### src/rtl/adc_spi_resp.sv
// SPI slave front end for an ADC: receives 16-bit channel commands and returns the previous channel's conversion.
// Optional error counter is enabled by defining ADC_RESP_ERRCNT_EN.
module adc_spi_resp #(
  parameter int unsigned SYNC_STAGES = 2
) (
  input  logic        clk,
  input  logic        rst_n,
  input  logic        SS_n,
  input  logic        SCLK,
  input  logic        MOSI,
  output logic        MISO,
  output logic [2:0]  chan,
  input  logic [11:0] chan_data,
  output logic        cmd_vld,
  output logic        frame_err,
  output logic [7:0]  err_cnt
);

  localparam int unsigned FRAME_BITS = 16;
  localparam int unsigned CNT_W      = 5;
  localparam int unsigned RESP_W     = 12;
  // Only bits [13:0] of the command matter; bits 15:14 are shifted out unused.
  localparam int unsigned RX_W       = FRAME_BITS - 2;

  typedef enum logic {IDLE, SHIFT} state_t;

  logic [SYNC_STAGES-1:0] ss_sync, sclk_sync, mosi_sync;
  logic                   ss_d, sclk_d;
  logic                   ss_s, sclk_s, mosi_s;
  logic                   ss_fall_c, ss_rise_c, sclk_rise_c, sclk_fall_c;

  state_t              state, state_nx;
  logic [CNT_W-1:0]    bit_cnt, bit_cnt_nx;
  logic [RX_W-1:0]     rx, rx_nx;
  logic [FRAME_BITS-1:0] tx, tx_nx;
  logic [RESP_W-1:0]   resp_hold;
  logic [2:0]          chan_nx;
  logic                cmd_vld_nx, frame_err_nx;

  // Input synchronizers plus one edge-detect stage; SS_n/SCLK idle high.
  always_ff @(posedge clk or negedge rst_n) begin
    if (!rst_n) begin
      ss_sync   <= '1;
      sclk_sync <= '1;
      mosi_sync <= '0;
      ss_d      <= 1'b1;
      sclk_d    <= 1'b1;
    end else begin
      ss_sync   <= {ss_sync[SYNC_STAGES-2:0], SS_n};
      sclk_sync <= {sclk_sync[SYNC_STAGES-2:0], SCLK};
      mosi_sync <= {mosi_sync[SYNC_STAGES-2:0], MOSI};
      ss_d      <= ss_s;
      sclk_d    <= sclk_s;
    end
  end

  assign ss_s        = ss_sync[SYNC_STAGES-1];
  assign sclk_s      = sclk_sync[SYNC_STAGES-1];
  assign mosi_s      = mosi_sync[SYNC_STAGES-1];
  assign ss_fall_c   = ss_d & ~ss_s;
  assign ss_rise_c   = ~ss_d & ss_s;
  assign sclk_rise_c = ~sclk_d & sclk_s;
  assign sclk_fall_c = sclk_d & ~sclk_s;

  // State and datapath registers.
  always_ff @(posedge clk or negedge rst_n) begin
    if (!rst_n) begin
      state     <= IDLE;
      bit_cnt   <= '0;
      rx        <= '0;
      tx        <= '0;
      chan      <= '0;
      cmd_vld   <= 1'b0;
      frame_err <= 1'b0;
      MISO      <= 1'b0;
    end else begin
      state     <= state_nx;
      bit_cnt   <= bit_cnt_nx;
      rx        <= rx_nx;
      tx        <= tx_nx;
      chan      <= chan_nx;
      cmd_vld   <= cmd_vld_nx;
      frame_err <= frame_err_nx;
      MISO      <= (state_nx == SHIFT) ? tx_nx[FRAME_BITS-1] : 1'b0;
    end
  end

  // Next-state and frame decode; SS_n edges take priority over SCLK edges.
  always_comb begin
    state_nx     = state;
    bit_cnt_nx   = bit_cnt;
    rx_nx        = rx;
    tx_nx        = tx;
    chan_nx      = chan;
    cmd_vld_nx   = 1'b0;
    frame_err_nx = 1'b0;
    case (state)
      IDLE: begin
        if (ss_fall_c) begin
          state_nx   = SHIFT;
          bit_cnt_nx = '0;
          rx_nx      = '0;
          tx_nx      = {4'h0, resp_hold};
        end
      end
      SHIFT: begin
        if (ss_rise_c) begin
          state_nx = IDLE;
          if (bit_cnt == CNT_W'(FRAME_BITS)) begin
            cmd_vld_nx = 1'b1;
            chan_nx    = rx[RX_W-1 -: 3];
          end else begin
            frame_err_nx = 1'b1;
          end
        end else begin
          if (sclk_rise_c && (bit_cnt != CNT_W'(FRAME_BITS))) begin
            rx_nx      = {rx[RX_W-2:0], mosi_s};
            bit_cnt_nx = bit_cnt + CNT_W'(1);
          end
          // Falls before the first rise leave bit 15 on MISO.
          if (sclk_fall_c && (bit_cnt != '0)) begin
            tx_nx = {tx[FRAME_BITS-2:0], 1'b0};
          end
        end
      end
      default: state_nx = IDLE;
    endcase
  end

  // Conversion result is captured the clock after cmd_vld, once chan has settled.
  always_ff @(posedge clk or negedge rst_n) begin
    if (!rst_n) begin
      resp_hold <= '0;
    end else if (cmd_vld) begin
      resp_hold <= chan_data;
    end
  end

`ifdef ADC_RESP_ERRCNT_EN
  always_ff @(posedge clk or negedge rst_n) begin
    if (!rst_n) begin
      err_cnt <= '0;
    end else if (frame_err && (err_cnt != 8'hFF)) begin
      err_cnt <= err_cnt + 8'd1;
    end
  end
`else
  assign err_cnt = 8'h00;
`endif

endmodule

### config.mk
export PLATFORM = sky130hd
export DESIGN_NAME = adc_spi_resp
export DESIGN_NICKNAME = d
export VERILOG_FILES = /design/src/rtl/adc_spi_resp.sv
export SDC_FILE = /design/constraint.sdc
export NUM_CORES = 1
export LEC_CHECK = 0
export ABC_AREA = 1
export CORE_MARGIN = 3
export CORE_UTILIZATION = 40
export CTS_CLUSTER_DIAMETER = 60
export CTS_CLUSTER_SIZE = 40
export DETAILED_ROUTE_END_ITERATION = 8
export GPL_TIMING_DRIVEN = 0
export PLACE_DENSITY = 0.7
export SETUP_SLACK_MARGIN = 0.2
export SLEW_MARGIN = 20
export SYNTH_ARGS = -nofsm -noshare
export SYNTH_HDL_FRONTEND = slang
export SYNTH_SLANG_ARGS = --single-unit
### constraint.sdc
create_clock -name clk -period 4.1 [get_ports clk]
set_clock_uncertainty 0.05 [all_clocks]
set_input_delay 0.41 -clock clk [delete_from_list [all_inputs] [get_ports clk]]
set_output_delay 0.41 -clock clk [all_outputs]
set_load 0.005 [all_outputs]
== Word-level counts from Yosys, hierarchy flattened ==
Index checks and enable logic that the tools add are counted.
Operators by class
  bitwise operators: 9
  eq/ne operators: 6
  muxes and demuxes: 22
  reductions and logical operators: 6
  $add $sub $neg: 1
Operators with widths (count)
  $mux 16: 3
  $mux 14: 3
  $pmux 16 s2: 1
  $pmux 14 s2: 1
  $mux 5: 3
  $pmux 5 s2: 1
  $mux 1: 9
  $reduce_and 3->1: 3
  $add 5x1->5 const B: 1
  $eq 5x5->1 const B: 1
  $ne 5x5->1 const B: 1
  $not 1->1: 5
  $reduce_bool 5->1: 1
  $and 1x1->1: 4
  $ne 2x1->1 const B: 2
  $ne 2x2->1 const B: 2
  $logic_and 1x1->1: 2
  $pmux 1 s2: 1
Storage, ports and cells
  flip-flop bits (word level): 62
  input bits: 17
  output and inout bits: 14

== Longest topological paths before layout ==
Gate-level depths: netlist (run 1).
  depth after elaboration: 7
  mapped depth: 9
  gate-level depth less buffers: 8

== Least setup slack after synthesis (run 1) ==
OpenSTA, ideal clock, no wires.
  path kind: register -> register
  from: reg bit_cnt[0]
  to: reg rx[11]
  cell stages (with the launch flop): 10
  setup time: 0.118 ns
  slack: 2.695 ns
  path buffers: 1
  arrival time: 1.237 ns
  period minus slack after synthesis: 1.405 ns
  cells stage by stage: dfrtp_1 > inv_1 > ha_1 > nand3_2 > nand2_2 > nand2_2 > nand2_4 > buf_6 > nand2_1 > nand2_1
On the way
  cells in the longest elaborated chain, start to end: 4
Ends and longest elaborated chain
  start, declared: RTL line 33  | logic [CNT_W-1:0] bit_cnt, bit_cnt_nx;
  start signal, assigned: RTL line 78  | bit_cnt <= bit_cnt_nx;
  $ne 5x5->1: RTL line 116  | if (sclk_rise_c && (bit_cnt != CNT_W'(FRAME_BITS))) begin
  $logic_and 1x1->1: RTL line 116
  $ne 2x1->1 (no source line)
  $reduce_and 3->1 (no source line)
  end signal, assigned: RTL line 79  | rx <= rx_nx;
  end, declared: RTL line 34  | logic [RX_W-1:0] rx, rx_nx;
No other way between the ends.
A chain may end at the register's enable or synchronous reset.

== Final worst setup path (run 1) ==
  from: reg cmd_vld
  to: out cmd_vld
RTL lines
  start, declared: RTL line 14  | output logic cmd_vld,
  start signal, assigned: RTL line 82  | cmd_vld <= cmd_vld_nx;
No word-level cell between the ends.

==> impl_metrics.yaml, run 1 <==
worst_setup_path:
  worstSetupPathType: "reg2out"
  crit_end: "cmd_vld"
  path_depth: 1
  required_ps: 3640
  cp-startpoint: "cmd_vld"
  critPathSlowestCell: "clkdlybuf4s50_1"
  worstPathCellList: "clkdlybuf4s50_1"
  cp.arrival_ps: 1290
  max_stage_delay_ps: 530
  rr_endpoint: "rx[7]"
  end_kind: "output port"
  timing.rr.start: "bit_cnt[0]"
  crit_family: "buffers and inverters"
  crit_path_start_kind: "flop"
  r2r_cells: 8
  path_buf_inv: 1
  cp_max_fo: 5
  r2r_slack_ps: 2470
clock_network:
  clkTransAtPathRegs_ps: 60
  clock_latency_ps: 330
  clockBufferDepth: 2
  hold_buffers: 1
  cts_setup_buffers: 0
  cts_sinks: 62
  h-tree-depth: 3
  cts-root-buf: "clkbuf_8"
  numCtsBuffers: 9
  ctsResizeCount: 0
  cts_tree: "yes"
sta:
  hold_violations: 0
  whs_ps: 303
  report.final.slew_viol_count: 0
  fmax_ghz: 0.572
  setup_viol: 0
  setup_ws_ps: 2350
  period_needed_ps: 1750
  fin_setup_tns_ps: 0
  grt_setup_unrepaired: "no"
  min_period_over_period_pct: 42.6
logic_synthesis:
  ys_seq_elements: 62
  synth_area_um2: 2630
  synth_top_family_by_area: "simple AND/OR/NAND/NOR gates"
  yosysSeqAreaShare_pct: 59.2
  synth_cells: 263
  synth_compound_area_share_pct: 2.66
  synth_adder_area_share_pct: 0.950
  synth.distinct_cells: 26
  ys_warn_count: 0
  synth.avg_cell_area_um2: 10.0
  muxShareOfSynthArea_pct: 4.70
  synth-xor-area-share_pct: 0
  synth_simple_gate_area_share_pct: 25.3
placement:
  place_ws_ps: 2500
  port_buffers: 22
  dp_cells: 368
  gp_congestion: 0.757
  hpwl_um: 3460
finish:
  nNetsFinal: 324
  regArea_um2: 1560
  diodes: 0
  drive_gt1_share_pct: 20.0
  area_delta_synth_final_pct: 21.9
  finalNonFillerCells: 385
  fillers: 543
  multi_input_area_um2: 916
global_routing:
  grt_pass1_wl_um: 8580
  grt_overflow: 0
  grt_antenna_before_repair: 0
  grt_pass1_vias: 1784
  grt_max_degree: 47
  grt_usage_pct: 14.7
floorplan:
  die-area_um2: 7590
  start_util_pct: 43.0
  die_w_um: 87.1
  row_count: 28
  ioPinCount: 31
  core_um2: 6130
  dieHeight_um: 87.1
detailed_routing:
  wl_um: 5010
  ant_nets: 0
  drc: 0
  vias: 1956
  viasPerCell: 5.08
  drtPass1Iterations: 4
  post_drt_wl_per_cell_um: 13.0
  drtIter0Drc: 91
power_and_ir_drop:
  irDropWorstVdd_mv: 0.217
  power_mw: 1.29
  power.leakage_nw: 1.63
  powerDensity_nw_per_um2: 402
run:
  cap_violations: 0
hold_path:
  hold_path_class: "reg2reg"
status:
  status: "finished, final reports clean"
-- logic make-up after synthesis --
kind of cell,after synthesis
and+or+nand+nor,142
DFF,62
buffers and inverters,34
AOI/OAI and AO/OA,11
muxes,11
adders and majority gates,2
other,1
-- synth_stat cells, drive strengths merged --
library cell / instances / area (um^2)
a21oi: 2 / 21.3
buf: 18 / 125
clkbuf: 2 / 7.51
conb: 1 / 3.75
dfrtp: 56 / 1400
dfstp: 6 / 158
ha: 2 / 25.0
inv: 14 / 52.6
mux2: 11 / 124
nand2: 68 / 270
nand3: 46 / 235
nand4: 18 / 113
nor2: 9 / 41.3
nor3b: 1 / 7.51
o21ai: 7 / 35.0
o21bai: 1 / 7.51
o22ai: 1 / 6.26
-- placed cells by master (no fill, tap or decap) --
master           Yosys  final
nand3_1             45     45
dfstp_2              6      6
bufinv_16            0      1
ha_1                 2      2
buf_16               0      1
o21bai_1             1      1
clkbuf_1             2      3
o21ai_0              6      6
buf_4                9     10
nand4_1             18     18
buf_2                7      7
a21oi_4              1      1
clkinv_2             0      3
nand2_2              3      3
clkbuf_8             0     11
dlygate4sd3_1        0      1
conb_1               1      8
nor3b_1              1      1
o21ai_1              1      1
clkdlybuf4s50_1      0     21
dfrtp_1             56     56
nand3_2              1      1
nor2_2               3      3
buf_6                2      2
mux2_2              11     11
inv_2                1      1
a21oi_1              1      1
nand2_4              1      1
o22ai_1              1      1
nor2_1               6      6
nand2_1             64     64
inv_1               13     13
-- state kept, by name (all words and copies together), names as in the netlist --
name and count:
tx 16, rx 14, resp_hold 12, bit_cnt 5, chan 3, mosi_sync 2, sclk_sync 2, ss_sync 2
MISO 1, cmd_vld 1, frame_err 1, sclk_d 1, ss_d 1, state 1
-- power by group --
group | internal [mW] | leakage (nW) | total, mW | switching (mW)
Sequential | 0.626 | 0.830 | 0.634 | 0.00802
Combinational | 0.0423 | 0.693 | 0.113 | 0.0710
Clock | 0.311 | 0.106 | 0.542 | 0.231
-- worst register-to-register path, stage by stage, from the launching register on --
cell	delay, ps
dfrtp_1	420
inv_1	90
ha_1	230
nand3_2	140
nand2_2	80
inv_2	130
buf_2	220
nand4_1	110
nand2_1	90
-- area by class of cell --
type / instances / area share [%]
clock inverter: 4 / 1.40
inverter: 14 / 1.64
buffer: 20 / 4.13
tap: 75 / 2.92
timing repair buffer: 24 / 7.95
sequential: 62 / 48.6
multi-input combinational: 174 / 28.5
clock buffer: 12 / 4.83
-- worst min path at each step --
stage / slack [ps] / to / depth (start not counted) / from
3_5_place_dp: 250 / resp_hold[7] / 1 / rst_n
6_report: 300 / mosi_sync[1] / 0 / mosi_sync[0]
4_1_cts: 310 / sclk_sync[1] / 0 / sclk_sync[0]
5_1_grt: 310 / sclk_sync[1] / 0 / sclk_sync[0]
2_1_floorplan: 60 / MISO / 0 / rst_n
3_3_place_gp: 280 / mosi_sync[1] / 0 / mosi_sync[0]
-- through the flow --
stage / instance area [um^2] / util, %
2_1_floorplan: 2660 / -
3_3_place_gp: 2970 / 48.5
3_5_place_dp: 3000 / 48.9
4_1_cts: 3210 / 52.3
5_1_grt: 3210 / 52.3
6_report: 3210 / 52.3
-- routing by layer --
metal  wire length (um)  vias up  track usage, %
li1                   -      950               -
met1               2280      944            20.6
met2               2380       51            21.2
met3                243       11            3.12
met4                109        0            8.37
met5                  0        -               0
Note: power is estimated with default switching activity, not from simulation.
==> run 2: changes to the inputs <==
--- a/config.mk
+++ b/config.mk
@@ -12,7 +12,7 @@
 export CTS_CLUSTER_SIZE = 40
 export DETAILED_ROUTE_END_ITERATION = 8
 export GPL_TIMING_DRIVEN = 0
-export PLACE_DENSITY = 0.7
+export PLACE_DENSITY = 0.73
 export SETUP_SLACK_MARGIN = 0.2
 export SLEW_MARGIN = 20
 export SYNTH_ARGS = -nofsm -noshare
==> constraint.sdc (replaced) <==
create_clock -name clk -period 1.5 [get_ports clk]
set_clock_uncertainty 0.05 [all_clocks]
set_input_delay 0.15 -clock clk [delete_from_list [all_inputs] [get_ports clk]]
set_output_delay 0.15 -clock clk [all_outputs]
set_load 0.005 [all_outputs]
==> run 2 against run 1 <==
First-iteration DRC count rose by 89%. Sequential power rose to 2.7 times the previous value. Cell area rose by 18%. Count of clock-buffer cells in the layout did not move. Setup slack got worse by 2300 ps. Total power rose to 3.1 times the previous value. Combinational power rose to 4.5 times the previous value. Sequential share of layout area fell by 7.3 points. Hold slack got worse by 150 ps. Via count rose by 6.2%. Global-route usage rose by 1.7 points. Non-clock buffer count rose by 18. Highest routed layer unchanged.
==> impl_metrics.yaml, run 2 (synthesis results as in run 1) <==
status:
  status: "finished, final reports clean"
power_and_ir_drop:
  powerDensity_nw_per_um2: 1060
  power.leakage_nw: 1.92
  clkPwrFrac_pct: 44.2
  sw_frac_of_total_pct: 23.3
  p_switching_mw: 0.938
  seqPwrFrac_pct: 43.3
  cellInternalPower_mw: 3.08
  comb_power_share_pct: 12.5
  irDropWorstVdd_mv: 0.833
worst_setup_path:
  path_common_cell: "nand2_1"
  critPathSlowestCell: "dfstp_2"
  r2r_slack_ps: 10
  rr_endpoint: "rx[9]"
  worstSetupPathType: "reg2reg"
  cp.arrival_ps: 1660
  worstPathCellList: "nand2_4, a21oi_4, nand2_8, clkbuf_16, nand2_1, nand2_1"
  crit_family: "flip-flops"
  required_ps: 1680
  max_stage_delay_ps: 590
  path_buf_inv: 1
  end_kind: "flop"
  timing.rr.start: "ss_d"
  r2r_cells: 6
  cp_max_fo: 5
  crit_path_start_kind: "flop"
finish:
  nNetsFinal: 343
  final_common_cell: "dfrtp_1"
  top_register: "tx"
  drive_gt1_share_pct: 42.6
  final_cell_mix: "dfrtp_1, nand2_1, nand3_2, nand3_1, buf_4"
  area_delta_synth_final_pct: 43.7
  diodes: 0
  largest_reg_flops: 16
  finalNonFillerCells: 404
  design_area_um2: 3780
  utilization_pct: 61.7
  reg.largest.list: "tx (16), rx (14), resp_hold (12)"
sta:
  fmax_ghz: 0.673
  min_period_over_period_pct: 99.1
  fin_setup_tns_ps: 0
  hold_violations: 0
  report.final.slew_viol_count: 0
  grt_setup_unrepaired: "yes"
  period_needed_ps: 1490
  setup_viol: 0
run:
  cap_violations: 0
floorplan:
  core_um2: 6130
  start_util_pct: 43.0
  die-area_um2: 7590
  ioPinCount: 31
  dieHeight_um: 87.1
  die_w_um: 87.1
  row_count: 28
global_routing:
  grt_pass1_vias: 2010
  grt_usage_pct: 16.4
  grt_overflow: 0
  grt_antenna_before_repair: 0
  grt_max_degree: 49
  grt_pass1_wl_um: 9560
detailed_routing:
  drc: 0
  drtPass1Iterations: 4
  ant_nets: 0
  wl_um: 6080
  viasPerCell: 5.14
  drtIter0Drc: 172
  post_drt_wl_per_cell_um: 15.1
  vias: 2078
clock_network:
  numCtsBuffers: 9
  clockBufferDepth: 2
  cts_sinks: 62
  h-tree-depth: 3
  clkTransAtPathRegs_ps: 70
  cts_tree: "yes"
  cts-root-buf: "clkbuf_8"
  clock_latency_ps: 340
placement:
  placed_area_um2: 3060
  dp_cells: 368
  port_buffers: 22
  hpwl_um: 3360
  gp_congestion: 0.732
hold_path:
  hold_path_class: "in2async"
[run 2: layout make-up]
class                   count  area (um^2)
fillers                   445         2350
flip-flops and latches     62         1560
multi-input cells         175         1220
repair buffers             42          432
plain buffers              20          181
clock buffers              12          145
clock inverters             4         95.1
well taps                  75         93.8
inverters                  14         55.1
[run 2: how the worst max path moves through the flow]
stage	startpoint	to	depth (start not counted)
floorplan	bit_cnt[0]	rx[11]	9
global placement	rst_n	resp_hold[9]	1
detailed placement	ss_d	tx[2]	5
CTS	ss_d	bit_cnt[3]	6
global route	state	rx[9]	6
finish	ss_d	rx[9]	6
[run 2: metrics by stage]
step	hold slack, ps	power [mW]	setup WS (ps)
floorplan	-196	1.96	198
global placement	283	2.08	-1670
detailed placement	-31.2	2.10	-20.3
CTS	138	3.98	93.9
global route	164	4.18	-37.8
finish	149	4.02	13.7
[run 2: timing repair]
action | CTS | global route
pin swaps | 16 | 13
buffers inserted | 11 | 4
gates resized for setup | 54 | 46
gates cloned | 3 | 1
setup endpoints to repair | 47 | 49
hold endpoints to repair | 57 | 0
hold buffers | 1 | 0
[run 2: power by group through the flow]
| stage | registers [mW] | logic (mW) | clock network [mW] |
|---|---|---|---|
| after floorplan | 1.76 | 0.199 | 0 |
| after global placement | 1.76 | 0.316 | 0 |
| after detailed placement | 1.77 | 0.333 | 0 |
| after CTS | 1.73 | 0.445 | 1.80 |
| after global routing | 1.74 | 0.542 | 1.89 |
| final | 1.74 | 0.505 | 1.78 |
[run 2: routing by layer]
metal  GRT usage, %  up-vias  wire [um]
li1               -      995          -
met1           21.8     1011       2610
met3           4.07       16        298
met4           8.23        0        190
met5              0        -          0
met2           25.1       56       2990
==> run 3: changes to the inputs <==
--- a/config.mk
+++ b/config.mk
@@ -11,10 +11,11 @@
 export CTS_CLUSTER_DIAMETER = 60
 export CTS_CLUSTER_SIZE = 40
 export DETAILED_ROUTE_END_ITERATION = 8
-export GPL_TIMING_DRIVEN = 0
+export GPL_TIMING_DRIVEN = 1
 export PLACE_DENSITY = 0.73
-export SETUP_SLACK_MARGIN = 0.2
+export SETUP_SLACK_MARGIN = 0.4
 export SLEW_MARGIN = 20
 export SYNTH_ARGS = -nofsm -noshare
 export SYNTH_HDL_FRONTEND = slang
 export SYNTH_SLANG_ARGS = --single-unit
+export TNS_END_PERCENT = 1
==> run 3 against run 2 <==
Sequential power about the same. First-iteration DRC count down 4.7%. Total power down 9.0%. Count of clock-buffer cells in the layout unchanged.
==> impl_metrics.yaml, run 3 (synthesis results as in run 1) <==
finish:
  multi_input_area_um2: 1070
  drive_gt1_share_pct: 26.9
  reg.largest.list: "tx (16), rx (14), resp_hold (12)"
  area_delta_synth_final_pct: 28.9
  regArea_um2: 1560
  final_common_cell: "nand2_1"
  final_cell_mix: "nand2_1, dfrtp_1, nand3_1"
  top_register: "tx"
  diodes: 0
  fillers: 508
  nNetsFinal: 324
  largest_reg_flops: 16
global_routing:
  met1_usage_pct: 22.0
  met2_usage_pct: 23.9
  grt_max_degree: 63
  grtUsageMet3_pct: 5.11
  grt_overflow: 0
  grt_antenna_before_repair: 0
  grt_usage_pct: 16.2
  grt_pass1_vias: 1929
  grt-busiest-layer: "met2"
  grt_pass1_wl_um: 9380
worst_setup_path:
  required_ps: 1680
  critPathSlowestCell: "dfstp_2"
  cp_max_fo: 9
  worstPathCellList: "nand2_4, a21oi_4, buf_12, nand2_8, nand2_1, nand2_1"
  r2r_slack_ps: 90
  path_depth: 6
  crit_family: "flip-flops"
  path_common_cell: "nand2_1"
  path_buf_inv: 1
  r2r_cells: 6
  rr_endpoint: "rx[0]"
  end_kind: "flop"
  worstSetupPathType: "reg2reg"
  timing.rr.start: "ss_d"
  cp-startpoint: "ss_d"
  max_stage_delay_ps: 580
  cp.arrival_ps: 1590
  crit_path_start_kind: "flop"
detailed_routing:
  post_drt_wl_per_cell_um: 14.3
  drc: 0
  wl_um: 5500
  viasPerCell: 5.17
  ant_nets: 0
  vias: 1987
  drtPass1Iterations: 4
  drtIter0Drc: 164
power_and_ir_drop:
  power.leakage_nw: 1.70
  powerDensity_nw_per_um2: 1080
  irDropWorstVdd_mv: 0.870
placement:
  hpwl_um: 3240
  gp_congestion: 0.735
  port_buffers: 22
  place_ws_ps: -46.3
status:
  status: "finished, final reports clean"
sta:
  report.final.slew_viol_count: 0
  min_period_over_period_pct: 93.8
  hold_violations: 0
  setup_ws_ps: 92.9
  whs_ps: 163
  period_needed_ps: 1410
  setup_viol: 0
  grt_setup_unrepaired: "yes"
  fin_setup_tns_ps: 0
  fmax_ghz: 0.711
run:
  cap_violations: 0
hold_path:
  min-delay-start: "SCLK"
  whs_endpoint: "sclk_sync[0]"
  hold_path_class: "in2reg"
  hold_depth: 1
clock_network:
  clkTransAtPathRegs_ps: 70
  cts-root-buf: "clkbuf_8"
  h-tree-depth: 3
  clock_latency_ps: 340
  cts_tree: "yes"
  clockBufferDepth: 2
  cts_sinks: 62
  numCtsBuffers: 9
floorplan:
  core_um2: 6130
  start_util_pct: 43.0
  die-area_um2: 7590
  row_count: 28
  ioPinCount: 31
  die_w_um: 87.1
  dieHeight_um: 87.1
-- run 3: cell types whose count changed in the layout (fill, tap and decap cells not counted), moves of 4 or more --
cell     previous run  this run
nand3_1            22        44
nand3_2            22         1
nand2_1            47        58
buf_6              12         2
buf_4              22        14
nand2_2            13         5
o21ai_0             1         6
o21ai_2             5         0
nand2_4             8         4
-- run 3: power breakdown --
part           leakage, nW  internal [mW]  switching (mW)  total (mW)
clock                0.104          0.891           0.623        1.51
combinational        0.765          0.159           0.250       0.410
sequential           0.827           1.71          0.0232        1.73
total                 1.70           2.76           0.897        3.66
-- run 3: final cells by class --
type	instances	share of cell area, %
clock inverter	3	1.25
sequential	62	46.0
inverter	14	1.70
timing repair buffer	42	12.0
tap	75	2.76
multi-input combinational	176	31.4
clock buffer	12	4.87
-- run 3: how the worst max path moves through the flow --
stage             end  slack, ps
5_1_grt         rx[4]         60
4_1_cts         rx[4]        100
3_3_place_gp     MISO         20
2_1_floorplan  rx[11]        200
3_5_place_dp     MISO        -50
6_report        rx[0]         90
-- run 3: timing repair --
item / in CTS / in global routing
hold endpoints to repair: 56 / 0
buffers inserted: 9 / 0
cloned: 2 / 0
resized for setup: 15 / 13
hold buffers: 1 / 0
pin swaps: 6 / 4
endpoints found under the setup margin: 56 / 57
-- run 3: metrics by stage --
step           instance area, um^2  utilization [%]  total power [mW]  std cells
2_1_floorplan                 2720                -              1.96        270
3_3_place_gp                  2980             48.6              2.08        357
3_5_place_dp                  2980             48.6              2.08        357
4_1_cts                       3360             54.8              3.67        384
5_1_grt                       3390             55.4              3.80        384
6_report                      3390             55.4              3.66        384
-- run 3: metal layers --
metal	wire length [um]	up-vias
met1	2480	971
met2	2640	49
met5	0	-
met3	255	10
li1	-	957
met4	116	0
